==> src/rtl/cache_fill_fsm.sv <==
// Miss-handling controller for the direct-mapped cache: fetches the 8-word block
// holding a missed address, writes each word into the data array, then the tag.
module cache_fill_fsm (
  input  logic        clk,
  input  logic        rst,
  input  logic        miss_detected,
  input  logic [15:0] miss_address,
  input  logic        memory_data_valid,
  input  logic [15:0] memory_data,
  output logic        fsm_busy,
  output logic        memory_read,
  output logic [15:0] memory_address,
  output logic [15:0] cache_address,
  output logic        write_data_array,
  output logic [2:0]  word_num,
  output logic        write_tag_array
);

  localparam int unsigned AW         = 16;
  localparam int unsigned CW         = 4;
  localparam int unsigned BLK_WORDS  = 8;

  typedef enum logic [1:0] {
    IDLE = 2'd0,
    FILL = 2'd1,
    TAG  = 2'd2
  } state_e;

  state_e          state_q, state_d;
  logic [AW-1:0]   base_q, base_d;
  logic [CW-1:0]   issue_cnt_q, issue_cnt_d;
  logic [CW-1:0]   rx_cnt_q, rx_cnt_d;

  // The returned word goes straight to the cache data input; it is not consumed here.
  logic unused_memory_data;
  assign unused_memory_data = ^memory_data;

  always_ff @(posedge clk or posedge rst) begin
    if (rst) begin
      state_q     <= IDLE;
      base_q      <= '0;
      issue_cnt_q <= '0;
      rx_cnt_q    <= '0;
    end else begin
      state_q     <= state_d;
      base_q      <= base_d;
      issue_cnt_q <= issue_cnt_d;
      rx_cnt_q    <= rx_cnt_d;
    end
  end

  // Busy is a pure state decode, so the requester never sees a path from miss_detected.
  assign fsm_busy = (state_q != IDLE);

  always_comb begin
    state_d          = state_q;
    base_d           = base_q;
    issue_cnt_d      = issue_cnt_q;
    rx_cnt_d         = rx_cnt_q;
    memory_read      = 1'b0;
    memory_address   = '0;
    cache_address    = '0;
    write_data_array = 1'b0;
    word_num         = '0;
    write_tag_array  = 1'b0;

    case (state_q)
      IDLE: begin
        if (miss_detected) begin
          base_d      = {miss_address[AW-1:4], 4'h0};
          issue_cnt_d = '0;
          rx_cnt_d    = '0;
          state_d     = FILL;
        end
      end

      FILL: begin
        cache_address  = base_q;
        // Request and response counters run independently to tolerate any latency.
        memory_read    = (issue_cnt_q < CW'(BLK_WORDS));
        memory_address = base_q + AW'({issue_cnt_q[2:0], 1'b0});
        if (memory_read) begin
          issue_cnt_d = issue_cnt_q + CW'(1);
        end
        write_data_array = memory_data_valid && (rx_cnt_q < CW'(BLK_WORDS));
        word_num         = rx_cnt_q[2:0];
        if (write_data_array) begin
          rx_cnt_d = rx_cnt_q + CW'(1);
          if (rx_cnt_q == CW'(BLK_WORDS - 1)) begin
            state_d = TAG;
          end
        end
      end

      TAG: begin
        cache_address   = base_q;
        write_tag_array = 1'b1;
        state_d         = IDLE;
      end

      default: begin
        state_d = IDLE;
      end
    endcase
  end

endmodule

==> config.mk <==
export PLATFORM = sky130hd
export DESIGN_NAME = cache_fill_fsm
export DESIGN_NICKNAME = d
export VERILOG_FILES = /design/src/rtl/cache_fill_fsm.sv
export SDC_FILE = /design/constraint.sdc
export NUM_CORES = 1
export LEC_CHECK = 0
export CORE_UTILIZATION = 39
export CTS_CLUSTER_DIAMETER = 30
export CTS_CLUSTER_SIZE = 28
export DETAILED_ROUTE_END_ITERATION = 16
export GPL_ROUTABILITY_DRIVEN = 0
export PLACE_DENSITY = 0.81
export SLEW_MARGIN = 20
export SYNTH_ARGS = -nofsm -noshare
export SYNTH_HDL_FRONTEND = slang
export SYNTH_SLANG_ARGS = --single-unit
==> constraint.sdc <==
create_clock -name clk -period 2.75 [get_ports clk]
set_input_delay 0.55 -clock clk [delete_from_list [all_inputs] [get_ports clk]]
set_output_delay 0.55 -clock clk [all_outputs]
set_load 0.01 [all_outputs]
* After elaboration in Yosys (flattened, before gate mapping)
Index checks and enable logic that the tools add are counted. Widths: inputs -> output; s select.
Word-level totals: memory bits (writable) 0, logic and storage cells 40, output and inout bits 39, memories kept 0, bits in read-only memories 0, input port bits 36, latch bits 0, register bits after elaboration 22
Cells by class: bitwise logic cells 0, multipliers 0, reduce and logical (&&, ||, !) cells 9, $add $sub $neg 3, $lt $le $gt $ge 2, divide/modulo/power cells 0, mux-type cells 15, shift operators 0, eq/ne operators 7
Operators by type and width (count):
- $mux 16 | 2
- $add 16x4->16 | 1
- $pmux 4 s2 | 2
- $mux 4 | 3
- $reduce_and 3->1 | 3
- $add 4x1->4 const B | 2
- $lt 4x4->1 const B | 2
- $ne 2x2->1 const B | 4
- $mux 2 | 3
- $eq 4x3->1 const B | 1
- $pmux 2 s2 | 1
- $reduce_bool 2->1 | 2
- $mux 1 | 3
- $mux 3 | 1
- $eq 2x1->1 const B | 1
- $eq 2x2->1 const B | 1
- $logic_not 2->1 | 1
- $reduce_and 2->1 | 1
- $reduce_or 2->1 | 1
- $logic_and 1x1->1 | 1

* Longest topological paths before layout
depth after elaboration 4, depth in mapped cells 6, depth with buffers taken out 5

* Worst setup path after synthesis
OpenSTA, ideal clock, no wires.
path type register -> output, start register state_q[1], end output memory_read, path buffers 2, data required time 2.200 ns, slack 0.852 ns, stages on the path, launching flop included 6, arrival time 1.348 ns, cell sequence dfrtp_1 -> inv_1 -> ha_1 -> buf_2 -> clkbuf_1 -> nor2b_1
Between the ends: longest elaborated chain between the ends 2
RTL lines:
- start: declaration | line 29 | state_e state_q, state_d;
- start signal: assignment | line 45 | state_q <= state_d;
- $eq 2x1->1 | line 67 | case (state_q)
- $mux 1 | line 67
- end: declaration | line 11 | output logic memory_read,
Every way passes these cells.

* Worst setup path after layout
start register state_q[1], end output word_num[0]
Between the ends: longest elaborated chain between the ends 2
RTL lines:
- $eq 2x1->1 | line 67
- $mux 3 | line 67
- end: declaration | line 15 | output logic [2:0] word_num,
Every way passes these cells.

==> metrics <==
result of the run=finished clean; Netlist cell types=33; Remaining DRCs=0; total of warnings raised by yosys=0; total buffers and inverters traversed by the critical path=3; synthesized flop and latch total=22; Worst Setup Path Type=register to primary output; clock transition at the registers of the reported paths=around 0.12 ns; global-route congestion overflow total=0; post-synth top area share=between 40% and 50%; most frequent cells in the layout=49 x sky130_fd_sc_hd__clkdlybuf4s50_1, 31 x sky130_fd_sc_hd__and2_1, 22 x sky130_fd_sc_hd__dfrtp_1, 12 x sky130_fd_sc_hd__mux2_2, 7 x sky130_fd_sc_hd__ha_1; share of cells above drive strength 1=a little under an eighth; average footprint of a synthesized cell=10.4 µm²; post-DR wirelength/cell=13.1 µm; source of the worst register-to-register timing path=state_q[1]; largest driver fanout on the critical path=34; pin count of the biggest net entering global routing=35; All-Layer GR Usage=17.1%; horizontal extent of the die=60.8 µm; DP Cell Count=between 200 and 250; most common cell after layout, fill and taps aside=sky130_fd_sc_hd__clkdlybuf4s50_1; endpoint of the worst-slack reg-to-reg timing path=state_q[0]; worst vdd rail ir drop=a little under 0.7 mV; Post-Synthesis Cell Area=between 1000 and 1500 µm²; area leader, netlist=sky130_fd_sc_hd__dfrtp_1; via count of the first global-routing pass=between 1000 and 1500; sequence of cells on the critical path=inv_1 > ha_1 > buf_4 > and2_1 > clkdlybuf4s50_1; Top-Level Pins=between 70 and 80; TritonCTS sink count=22; Syn-to-layout area delta=39.0%; CP peak stage delay=between 0.5 and 0.6 ns; Final Hold Violating Endpoints=0; path depth of the worst reg2reg path=6; hold-critical path endpoint=base_q[7]; gate count of the mapped netlist=129; number of DRC violations after detailed-routing iteration 0=14; Final Cycle Share=approximately 93%; total wire length=around 2.9 mm; achievable clock frequency=approximately 0.39 GHz; cells resized by post-CTS repair=0; maximum buffer depth of the clock tree=2; kind of end point of the critical path=primary output; antenna cells=0; HPWL after detailed placement=roughly 2.1 mm; setup repair bufs after CTS=0; dominant cells by area after synthesis=sky130_fd_sc_hd__dfrtp_1 41%, sky130_fd_sc_hd__and2_1 14%, sky130_fd_sc_hd__mux2_2 10%, sky130_fd_sc_hd__ha_1 6.5%, sky130_fd_sc_hd__buf_4 2.8%; vertical extent of the die=~61 µm; crit-path leading delay family=buffers and inverters; Initial Util=between 40% and 50%; initial antenna violation count=0; final-layout setup total negative slack=0 ns; worst setup slack for register-to-register paths=0.94 ns; worst-margin pin slew=0.835 ns; wire length of the first global-routing pass=~4.7 mm; maximum clock skew at final layout=about 0.0015 ns; Final Max Slew Viols=0; Layout Nets=221; non-filler cells in the finished layout=220; Crit path arrival time=roughly 2.0 ns; sequential element share of the synthesized area=about two fifths; Tightest Hold Check Type=register to register; post-layout min period=around 2.6 ns; cell at the root of the clock tree=sky130_fd_sc_hd__clkbuf_4; worst rel slew slack=between 40% and 50%; async set-or-reset flop fraction in the synthesized netlist=100%; Worst setup SP type=register; setup repair after global routing missed its margin=false; number of placement rows=20; detailed-route vias per instance=slightly below 5; Std-Cell Core Area=around 3200 µm²; # setup viols final=0; post-route antenna net violation count=0; startpoint of the most critical hold path=base_q[7]; clock network latency to the later pin of the worst-skew pair=0.30 ns; DIE AREA=3690 µm²; cts bufs inserted=3; Post-synth EDFFs=0; number of search-and-repair iterations in the first detailed-routing pass=4; Leak=0.798 nW; cell with the largest stage delay on the worst path=sky130_fd_sc_hd__clkdlybuf4s50_1; data required time of the worst path=2.20 ns; number of instances on the worst hold path=1; H-Tree Depth=1; input/output buffers=between 40 and 50; TritonCTS clock tree=done; via count=between 1000 and 1500; pwr dens=about 1100 nW/µm²; maximum capacitance violations=0; hold buffers post-CTS=0; predominant post-synthesis flop cell=sky130_fd_sc_hd__dfrtp_1
[where the power goes]
part / internal [mW] / switching (mW) / total (mW)
combinational: 0.760 / 0.557 / 1.32
sequential: 0.461 / 0.108 / 0.569
clock: 0.0510 / 0.0929 / 0.144
[logic make-up (layout without fill, tap and decap cells)]
| logic type | count (synthesis) | in the layout | share of synthesized area, % |
|---|---|---|---|
| AOI/OAI and AO/OA | 17 | 17 | 9.48 |
| other | 1 | 5 | 0.279 |
| and+or+nand+nor | 51 | 51 | 23.9 |
| buffers and inverters | 16 | 59 | 6.51 |
| muxes | 15 | 15 | 12.5 |
| adders and majority gates | 7 | 7 | 6.51 |
| DFF | 22 | 22 | 40.9 |
[sequential cells by signal, indices dropped and copies added, names as in the netlist]
register	cells
rx_cnt_q	4
issue_cnt_q	4
base_q	12
state_q	2
[stage by stage]
step | power [mW] | hold WS, ns | util [%] | area [µm²] | worst slack, ns
2_1_floorplan | 1.29 | 0.485 | - | 1360 | 0.852
3_3_place_gp | 1.86 | 0.495 | 58.7 | 1850 | 0.220
3_5_place_dp | 1.90 | 0.506 | 58.7 | 1850 | 0.246
4_1_cts | 2.06 | 0.534 | 59.4 | 1870 | 0.155
5_1_grt | 2.19 | 0.563 | 59.4 | 1870 | 0.0639
6_report | 2.03 | 0.529 | 59.4 | 1870 | 0.187
[cell type report]
type | instances | area (µm²)
fillers | 271 | 1280
flip-flops and latches | 22 | 551
clock buffers | 3 | 22.5
multi-input cells | 95 | 723
well taps | 44 | 55.1
repair buffers | 50 | 498
inverters | 6 | 22.5
[synth_stat cells (all sizes together), types with 2 or more instances]
cell type and instances:
clkbuf 3, nor2b 3, mux2 14, nand2b 4
and2 31, inv 6, buf 7, ha 7
nor4b 2, a221o 2, o21ai 3, a21oi 4
dfrtp 22, nor2 2, a22o 2, nand2 5
[per-layer routing]
layer	global-route usage, %	part of all wire [%]
met1	22.0	46
met3	3.62	6.2
met4	5.84	0.63
met5	0	0
met2	28.6	47
[worst reg2reg max path, delay by kind of cell (launching register included)]
| kind | cells | cell delay (ns) |
|---|---|---|
| compound gates | 2 | 0.46 |
| buf+inv | 2 | 0.32 |
| fa+ha+maj | 1 | 0.18 |
| mux | 1 | 0.36 |
| flops | 1 | 0.39 |
[worst max path at each step]
stage | start | end | slack (ns) | depth (start not counted)
detailed placement | memory_data_valid | write_data_array | 0.25 | 4
CTS | state_q[1] | word_num[0] | 0.16 | 5
global route | state_q[1] | word_num[0] | 0.06 | 5
global placement | memory_data_valid | write_data_array | 0.22 | 4
floorplan | state_q[1] | memory_read | 0.85 | 5
finish | state_q[1] | word_num[0] | 0.19 | 5
Note: power is estimated with default switching activity, not from simulation.
